**config.mk**
```make
export PLATFORM = sky130hd
export DESIGN_NAME = conv1_layer_ctrl_flat
export DESIGN_NICKNAME = d
export VERILOG_FILES = /design/src/rtl/conv1_layer_ctrl_if.sv /design/src/rtl/conv1_layer_ctrl.sv /design/src/flat_wrapper.sv
export SDC_FILE = /design/constraint.sdc
export NUM_CORES = 1
export LEC_CHECK = 0
export BUFFER_PORTS_ARGS = -buffer_cell sky130_fd_sc_hd__clkbuf_2
export CAP_MARGIN = 30
export CORE_ASPECT_RATIO = 0.5
export CORE_MARGIN = 5
export CORE_UTILIZATION = 53
export CTS_CLUSTER_DIAMETER = 80
export DETAILED_ROUTE_END_ITERATION = 7
export GPL_ROUTABILITY_DRIVEN = 0
export PLACE_DENSITY = 0.79
export RECOVER_POWER = 100
export SLEW_MARGIN = 10
export SYNTH_ARGS = -nofsm -noshare
export SYNTH_HDL_FRONTEND = slang
export SYNTH_SLANG_ARGS = --single-unit
```
**constraint.sdc**
```tcl
create_clock -name clk -period 2.54 [get_ports clk]
set_input_delay 0.508 -clock clk [delete_from_list [all_inputs] [get_ports clk]]
set_output_delay 0.508 -clock clk [all_outputs]
set_load 0.03 [all_outputs]
```
**src/rtl/conv1_layer_ctrl_if.sv**
```systemverilog
// Control/address bundle between the conv1 sequencer and its host, datapath and output memory.
// The master side is the sequencer; the slave side is the host/datapath.
interface conv1_layer_ctrl_if #(
  parameter int ADDR_W = 10
);
  logic              start;
  logic              stall;
  logic              w_load_en;
  logic [4:0]        w_addr;
  logic              rd_en;
  logic [ADDR_W-1:0] rd_addr;
  logic              wr_en;
  logic [ADDR_W-1:0] wr_addr0;
  logic [ADDR_W-1:0] wr_addr1;
  logic              busy;
  logic              done;

  modport master (
    input  start, stall,
    output w_load_en, w_addr, rd_en, rd_addr, wr_en, wr_addr0, wr_addr1, busy, done
  );

  modport slave (
    output start, stall,
    input  w_load_en, w_addr, rd_en, rd_addr, wr_en, wr_addr0, wr_addr1, busy, done
  );
endinterface

```
**src/rtl/conv1_layer_ctrl.sv**
```systemverilog
// Conv1 layer sequencer: kernel load, input streaming, latency-aligned dual-bank writes.
// Optional CONV1_PERF_CNT_EN adds a cycle_cnt output counting the cycles of the last layer run.
module conv1_layer_ctrl #(
  parameter int OUT_WORDS = 576,
  parameter int PIPE_LAT  = 3,
  parameter int W_LOAD    = 25,
  parameter int ADDR_W    = 10
) (
  input  logic                     clk,
  input  logic                     reset,
`ifdef CONV1_PERF_CNT_EN
  output logic [15:0]              cycle_cnt,
`endif
  conv1_layer_ctrl_if.master       bus
);
  localparam int HALF = OUT_WORDS / 2;
  localparam logic [ADDR_W-1:0] HALF_A    = ADDR_W'(HALF);
  localparam logic [ADDR_W-1:0] HALF_LAST = ADDR_W'(HALF - 1);
  localparam logic [4:0]        W_LAST    = 5'(W_LOAD - 1);

  typedef enum logic [2:0] {S_IDLE, S_LOAD_W, S_RUN, S_DRAIN, S_DONE} state_t;

  state_t              state_q, state_d;
  logic [4:0]          w_addr_q, w_addr_d;
  logic [ADDR_W-1:0]   rd_addr_q, rd_addr_d;
  logic [ADDR_W-1:0]   wr_addr0_q, wr_addr0_d;
  logic [PIPE_LAT-1:0] pipe_q, pipe_d;
  logic                w_load_en, rd_en, wr_en, busy, done;
`ifdef CONV1_PERF_CNT_EN
  logic [15:0]         cnt_q, cnt_d;
`endif

  always_ff @(posedge clk or posedge reset) begin
    if (reset) begin
      state_q    <= S_IDLE;
      w_addr_q   <= '0;
      rd_addr_q  <= '0;
      wr_addr0_q <= '0;
      pipe_q     <= '0;
`ifdef CONV1_PERF_CNT_EN
      cnt_q      <= '0;
`endif
    end else begin
      state_q    <= state_d;
      w_addr_q   <= w_addr_d;
      rd_addr_q  <= rd_addr_d;
      wr_addr0_q <= wr_addr0_d;
      pipe_q     <= pipe_d;
`ifdef CONV1_PERF_CNT_EN
      cnt_q      <= cnt_d;
`endif
    end
  end

  always_comb begin
    state_d    = state_q;
    w_addr_d   = w_addr_q;
    rd_addr_d  = rd_addr_q;
    wr_addr0_d = wr_addr0_q;
    pipe_d     = pipe_q;
    w_load_en  = 1'b0;
    rd_en      = 1'b0;
    done       = 1'b0;
    busy       = (state_q == S_LOAD_W) || (state_q == S_RUN) || (state_q == S_DRAIN);
`ifdef CONV1_PERF_CNT_EN
    // Counts every cycle of the layer, stalled ones and the done cycle included.
    cnt_d      = (state_q != S_IDLE) ? cnt_q + 16'd1 : cnt_q;
`endif

    case (state_q)
      S_IDLE: begin
        if (bus.start) begin
          state_d    = S_LOAD_W;
          w_addr_d   = '0;
          rd_addr_d  = '0;
          wr_addr0_d = '0;
`ifdef CONV1_PERF_CNT_EN
          cnt_d      = '0;
`endif
        end
      end
      S_LOAD_W: begin
        if (!bus.stall) begin
          w_load_en = 1'b1;
          if (w_addr_q == W_LAST) begin
            w_addr_d = '0;
            state_d  = S_RUN;
          end else begin
            w_addr_d = w_addr_q + 5'd1;
          end
        end
      end
      S_RUN: begin
        if (!bus.stall) begin
          rd_en = 1'b1;
          // Last read address is held so the host sees the final index.
          if (rd_addr_q == HALF_LAST) state_d = S_DRAIN;
          else                        rd_addr_d = rd_addr_q + ADDR_W'(1);
        end
      end
      S_DONE: begin
        done    = 1'b1;
        state_d = S_IDLE;
      end
      default: ;
    endcase

    // Valid pipe mirrors datapath latency; it freezes together with the datapath on stall.
    wr_en = pipe_q[PIPE_LAT-1] && !bus.stall;
    if (!bus.stall) begin
      pipe_d[0] = rd_en;
      for (int i = 1; i < PIPE_LAT; i++) pipe_d[i] = pipe_q[i-1];
    end

    if (wr_en) begin
      if (wr_addr0_q == HALF_LAST) state_d = S_DONE;
      else                         wr_addr0_d = wr_addr0_q + ADDR_W'(1);
    end
  end

  assign bus.w_load_en = w_load_en;
  assign bus.w_addr    = w_addr_q;
  assign bus.rd_en     = rd_en;
  assign bus.rd_addr   = rd_addr_q;
  assign bus.wr_en     = wr_en;
  assign bus.wr_addr0  = wr_addr0_q;
  assign bus.wr_addr1  = wr_addr0_q + HALF_A;
  assign bus.busy      = busy;
  assign bus.done      = done;
`ifdef CONV1_PERF_CNT_EN
  assign cycle_cnt     = cnt_q;
`endif
endmodule

```
**src/flat_wrapper.sv**
```systemverilog
// flat-port wrapper written by rule: the top's interface ports become plain ports
module conv1_layer_ctrl_flat 
#(
  parameter int OUT_WORDS = 576,
  parameter int PIPE_LAT  = 3,
  parameter int W_LOAD    = 25,
  parameter int ADDR_W    = 10
)
  (clk, reset, bus_start, bus_stall, bus_w_load_en, bus_w_addr, bus_rd_en, bus_rd_addr, bus_wr_en, bus_wr_addr0, bus_wr_addr1, bus_busy, bus_done);
  conv1_layer_ctrl_if #(.ADDR_W(ADDR_W)) bus_i ();
  input  logic clk;
  input  logic reset;
  input wire logic [$bits(bus_i.start)-1:0] bus_start;
  input wire logic [$bits(bus_i.stall)-1:0] bus_stall;
  output wire logic [$bits(bus_i.w_load_en)-1:0] bus_w_load_en;
  output wire logic [$bits(bus_i.w_addr)-1:0] bus_w_addr;
  output wire logic [$bits(bus_i.rd_en)-1:0] bus_rd_en;
  output wire logic [$bits(bus_i.rd_addr)-1:0] bus_rd_addr;
  output wire logic [$bits(bus_i.wr_en)-1:0] bus_wr_en;
  output wire logic [$bits(bus_i.wr_addr0)-1:0] bus_wr_addr0;
  output wire logic [$bits(bus_i.wr_addr1)-1:0] bus_wr_addr1;
  output wire logic [$bits(bus_i.busy)-1:0] bus_busy;
  output wire logic [$bits(bus_i.done)-1:0] bus_done;
  assign bus_i.start = bus_start;
  assign bus_i.stall = bus_stall;
  assign bus_w_load_en = bus_i.w_load_en;
  assign bus_w_addr = bus_i.w_addr;
  assign bus_rd_en = bus_i.rd_en;
  assign bus_rd_addr = bus_i.rd_addr;
  assign bus_wr_en = bus_i.wr_en;
  assign bus_wr_addr0 = bus_i.wr_addr0;
  assign bus_wr_addr1 = bus_i.wr_addr1;
  assign bus_busy = bus_i.busy;
  assign bus_done = bus_i.done;
  conv1_layer_ctrl #(.OUT_WORDS(OUT_WORDS), .PIPE_LAT(PIPE_LAT), .W_LOAD(W_LOAD), .ADDR_W(ADDR_W)) u_core (.clk(clk), .reset(reset), .bus(bus_i));
endmodule
```
==> results.json, run 1 <==
{
  "yosysWarnings": 0,
  "cts_inserted_buffers": 5,
  "ir_drop_mv": 0.486,
  "yosysMostFrequentCell": "dfrtp_1",
  "setup_viol_count_final": 0,
  "initialDrtViolationCount": 97,
  "dp_hpwl_mm": 3.12,
  "cp.buffers_inverters": 1,
  "drc_errors": 0,
  "finalClockSkew_ps": 5.77,
  "path_clk_slew_ps": 70,
  "io_pins": 44,
  "synth.top_cell.area_share_pct": 41.3,
  "ys.flop_type": "dfrtp_1",
  "tightest_slew_ps": 1700,
  "max_stage_delay_ps": 720,
  "synth_area_mm2": 0.00188,
  "routed_wl_mm": 4.37,
  "synthTopCellsByArea": "dfrtp_1, ha_1, nand3_1",
  "grt_use_total_pct": 19.8,
  "synth-edff-count": 0,
  "wl_per_cell_um": 15.1,
  "syn_area_per_cell_um2": 9.53,
  "power_mw": 1.66,
  "initial_core_util_pct": 55.0,
  "path_max_fanout": 11,
  "finalCriticalPeriod_ps": 2320,
  "cts_hold_buf": 0,
  "cpLargestDelayFamily": "simple AND/OR/NAND/NOR gates",
  "synthTopCellsByCount": "dfrtp_1, nand2_1, nand3_1, o21ai_0, a21oi_1",
  "cp.required_ps": 2030,
  "final_core_util_pct": 61.8,
  "hold_path.class": "reg -> reg",
  "rsz0062_at_grt": "false",
  "cts-root-buf": "clkbuf_8",
  "grt_pass1_wl_mm": 7.46,
  "core.rowCount": 15,
  "violations": "max-capacitance violations, max-slew violations",
  "cts.sinks": 31,
  "coreArea_mm2": 0.00342,
  "async_reset_ff_share_pct": 100,
  "dpl_cell_area_mm2": 0.00209,
  "drt_first_pass_iters": 5,
  "grt_max_degree": 32,
  "post_cts.resized_instances": 0,
  "period_share_pct": 91.3,
  "slew_violations": 32,
  "ys_types": 51,
  "ys_seq_area_share_pct": 41.3,
  "fin_ws_ps": 221,
  "area_growth_pct": 12.3,
  "syn-num-nets": 206,
  "final_nets": 246,
  "antenna_found_initial": 0,
  "cts_tree": "done",
  "ys_ff_latch": 31,
  "num_vias": 1683,
  "die_w_um": 94.2,
  "ant_nets": 0,
  "io_buffers": 43,
  "cts_buffer_depth": 2,
  "grt_overflow": 0,
  "cp-end-kind": "output port",
  "status": "finished with violations",
  "slew-limit-headroom_pct": -13.1,
  "fill_cells": 321,
  "hold_viol_final": 0,
  "cpMaxStageDelayCell": "nor4b_1",
  "timing.fmax_mhz": 431,
  "crit_arrival_ps": 1810,
  "antenna_cells": 0,
  "place_ws_ps": 450,
  "p_leak_nw": 0.911,
  "drive_gt1_share_pct": 7.14,
  "clkLatencyLatePin_ps": 280,
  "crit_chain": "nor4b_1, clkbuf_2",
  "die_y_um": 52.1,
  "first_global_vias": 1557,
  "start_kind": "register",
  "syn_inst": 197,
  "power.density_mw_per_mm2": 789,
  "cts-htree-levels": 2,
  "design_area_mm2": 0.00211,
  "yosys.area.top_type": "dfrtp_1",
  "final.setup.tns_ps": 0,
  "dieArea_mm2": 0.00491,
  "drt-vias-per-instance": 5.82,
  "cts_setup_buffers": 0,
  "cap_violations": 1,
  "critPathKind": "reg -> out"
}
==> layout by cell type (no fill, tap or decap), types with 5 or more instances in the layout <==
| master | n |
|---|---|
| a21oi_1 | 10 |
| clkbuf_1 | 44 |
| clkbuf_8 | 7 |
| dfrtp_1 | 31 |
| ha_1 | 5 |
| inv_1 | 7 |
| nand2_1 | 13 |
| nand2b_1 | 5 |
| nand3_1 | 12 |
| nor2_1 | 9 |
| o21ai_0 | 14 |
| or4_1 | 5 |
==> worst register-to-register path, cell delays in order, from the launching register on <==
cell and delay, ps:
dfrtp_1 490, ha_1 260, nand4_1 270, o31ai_4 580, and2_0 330, a211o_1 160
==> cell families (layout without fill, tap and decap cells) <==
group	Yosys count	count (layout)	share of synthesized area (%)
AND/OR/NAND/NOR	82	82	26.5
multiplexers	5	5	2.80
buffers and inverters	21	62	6.60
adder cells (fa/ha/maj)	5	5	3.33
AO/OA/AOI/OAI	48	48	17.1
flip-flops	31	31	41.3
XOR/XNOR	5	5	2.33
==> layer usage <==
metal | global-route usage (%) | up-vias | routed length [um]
li1 | - | 810 | -
met5 | 0 | - | 0
met2 | 33.9 | 48 | 2090
met1 | 25.8 | 821 | 2000
met4 | 5.04 | 0 | 29
met3 | 4.05 | 4 | 249
==> sequential cells by signal, summed over array words and instances, names as in the netlist <==
| signal | flops |
|---|---|
| u_core.pipe_q | 3 |
| u_core.bus.rd_addr | 10 |
| u_core.state_q | 3 |
| u_core.bus.wr_addr0 | 10 |
| u_core.bus.w_addr | 5 |
==> stage by stage <==
stage                     cells  hold WS (ps)
after floorplan             197           450
after global placement      281           461
after detailed placement    281           496
after CTS                   289           287
after global routing        289           536
final                       289           515
==> final timing paths <==
check,startpoint,to,slack [ps],cells past startpoint
max,u_core.state_q[2],bus_w_load_en,220,2
min,u_core.pipe_q[1],u_core.pipe_q[2],520,1
max reg2reg,u_core.bus.wr_addr0[0],u_core.bus.wr_addr0[2],400,5
min reg2reg,u_core.pipe_q[1],u_core.pipe_q[2],520,1
max in group asynchronous,reset,u_core.bus.w_addr[1],760,3
min in group asynchronous,reset,u_core.bus.rd_addr[8],790,3
==> final cells by class <==
type	instances	area (um2)	share of cell area [%]
Multi-Input combinational cell	145	960	45.5
Sequential cell	31	776	36.8
Timing Repair Buffer	47	184	8.72
Clock buffer	8	100	4.74
Tap cell	51	63.8	3.02
Inverter	7	26.3	1.25
==> where the power goes <==
group / total (mW) / switching (mW) / internal (mW)
combinational: 0.560 / 0.394 / 0.166
clock: 0.432 / 0.185 / 0.247
sequential: 0.672 / 0.111 / 0.561
(Power assumes the default switching activity.)
==> run 2: changes to the inputs <==
--- a/config.mk
+++ b/config.mk
@@ -21 +21,2 @@
 export SYNTH_SLANG_ARGS = --single-unit
+export TNS_END_PERCENT = 50
--- a/constraint.sdc
+++ b/constraint.sdc
@@ -3,2 +3,2 @@
 set_output_delay 0.508 -clock clk [all_outputs]
-set_load 0.03 [all_outputs]
+set_load 0.1 [all_outputs]
==> run 2 against run 1 <==
The flow now finishes without violations. Count of clock-buffer cells in the layout is 2 lower. Combinational power is 80% higher. Fmax hardly changed. Cell count is 0.35% higher. Critical path depth stayed put. Global-route usage is 0.31 points lower. Setup slack worse by 1.1 ps. Design area is 5.0% higher. Register-to-register slack worse by 80 ps. Highest routed layer unchanged.
==> results.json, run 2 (same netlist as run 1, synthesis figures left out) <==
{
  "hold_viol_final": 0,
  "fin_ws_ps": 220,
  "fill_cells": 325,
  "final_cell_mix": "clkbuf_1, dfrtp_1, o21ai_0",
  "period_share_pct": 91.3,
  "grt_use_total_pct": 19.5,
  "ff2ff_path_depth": 4,
  "mostFrequentLayoutCell": "clkbuf_1",
  "power.density_mw_per_mm2": 987,
  "power_frac_clock_pct": 23.1,
  "cpMaxStageDelayCell": "clkbuf_2",
  "grt_max_degree": 16,
  "crit_chain": "nor4b_2, clkbuf_2",
  "cts_inserted_buffers": 5,
  "finalClockSkew_ps": 4.72,
  "num_vias": 1669,
  "cts-root-buf": "clkbuf_8",
  "hold_path.class": "in -> async",
  "timing.fmax_mhz": 431,
  "status": "completed",
  "drt_first_pass_iters": 4,
  "die_y_um": 52.1,
  "cp-end-kind": "output port",
  "power_mw": 2.19,
  "clkLatencyLatePin_ps": 280,
  "cp.required_ps": 2030,
  "coreArea_mm2": 0.00342,
  "dpl_cell_area_mm2": 0.00219,
  "io_buffers": 43,
  "switching_power_mw": 1.14,
  "finalCriticalPeriod_ps": 2320,
  "antenna_cells": 0,
  "first_global_vias": 1600,
  "holdWs_ps": 194,
  "path_max_fanout": 12,
  "design_area_mm2": 0.00222,
  "cts_tree": "done",
  "ant_nets": 0,
  "grt_overflow": 0,
  "p_leak_nw": 0.961,
  "tightest_slew_ps": 1180,
  "cts_hold_buf": 0,
  "slew-limit-headroom_pct": 21.9,
  "max_stage_delay_ps": 540,
  "initial_core_util_pct": 55.0,
  "crit_arrival_ps": 1810,
  "drive_gt1_share_pct": 12.6,
  "ir_drop_mv": 1.05,
  "wl_per_cell_um": 15.6,
  "antenna_found_initial": 0,
  "drt-vias-per-instance": 5.76,
  "slew_violations": 0,
  "start_kind": "register",
  "final_nets": 247,
  "dieArea_mm2": 0.00491,
  "pwr-share-seq_pct": 30.9,
  "p_int_mw": 1.05,
  "grt_pass1_wl_mm": 7.45,
  "comb_power_share_pct": 46.0,
  "post_cts.resized_instances": 0,
  "area_growth_pct": 18.0,
  "routed_wl_mm": 4.52,
  "swShare_pct": 52.1,
  "cap_violations": 0,
  "critPathKind": "reg -> out",
  "core.rowCount": 15,
  "dp_hpwl_mm": 3.29,
  "die_w_um": 94.2,
  "place_ws_ps": 390,
  "setup_viol_count_final": 0,
  "initialDrtViolationCount": 68,
  "rsz0062_at_grt": "false",
  "cts-htree-levels": 2,
  "cts_buffer_depth": 2,
  "drc_errors": 0,
  "cts.sinks": 31,
  "path_clk_slew_ps": 70,
  "io_pins": 44,
  "cts_setup_buffers": 0
}
## run 2: cell count changes in the layout (fill, tap and decap cells not counted), sizes merged
cell	delta
clkbuf	-1
bufinv	+1
clkinv	+1
## run 2: routing by layer
metal / wire length, um / up-vias / GRT usage, %
met5: 0 / - / 0
met4: 34 / 0 / 6.00
met3: 259 / 4 / 4.91
met2: 2160 / 43 / 31.9
met1: 2060 / 815 / 25.6
li1: - / 807 / -
## run 2: power by group through the flow
stage / Sequential (mW) / Combinational (mW) / Clock (mW)
global route: 0.692 / 1.06 / 0.539
floorplan: 0.980 / 0.597 / 0
finish: 0.677 / 1.01 / 0.506
CTS: 0.682 / 1.04 / 0.512
detailed placement: 0.690 / 1.04 / 0
global placement: 0.684 / 1.03 / 0
## run 2: worst max-delay path: cells and delay by family, from the launching register on
| family | cells | cell delay (ps) |
|---|---|---|
| buffers and inverters | 1 | 540 |
| flip-flops | 1 | 500 |
| AND/OR/NAND/NOR | 1 | 490 |
## run 2: layout make-up
class / instances / area [um2] / share of cell area [%]
Multi-Input combinational cell: 145 / 1020 / 46.0
Sequential cell: 31 / 777 / 35.1
Timing Repair Buffer: 48 / 213 / 9.60
Clock buffer: 6 / 82.6 / 3.73
Tap cell: 51 / 63.8 / 2.88
Clock inverter: 2 / 35.0 / 1.58
Inverter: 7 / 26.3 / 1.19
## run 2: final timing paths
check,start,to,slack (ps)
worst max-delay path,u_core.state_q[1],bus_w_load_en,220
worst min-delay path,reset,u_core.bus.wr_addr0[0],190
worst max register to register,u_core.bus.wr_addr0[7],u_core.bus.wr_addr0[2],320
worst min register to register,u_core.pipe_q[0],u_core.pipe_q[0],480
max in group asynchronous,reset,u_core.bus.rd_addr[0],1370
min in group clk,u_core.pipe_q[0],u_core.pipe_q[0],480
## run 2: per-stage QoR
step	util [%]	TNS (ps)	cells
finish	64.9	0	290
global route	64.9	0	290
CTS	67.7	0	290
detailed placement	64.2	0	282
global placement	64.2	0	282
floorplan	-	-131	197
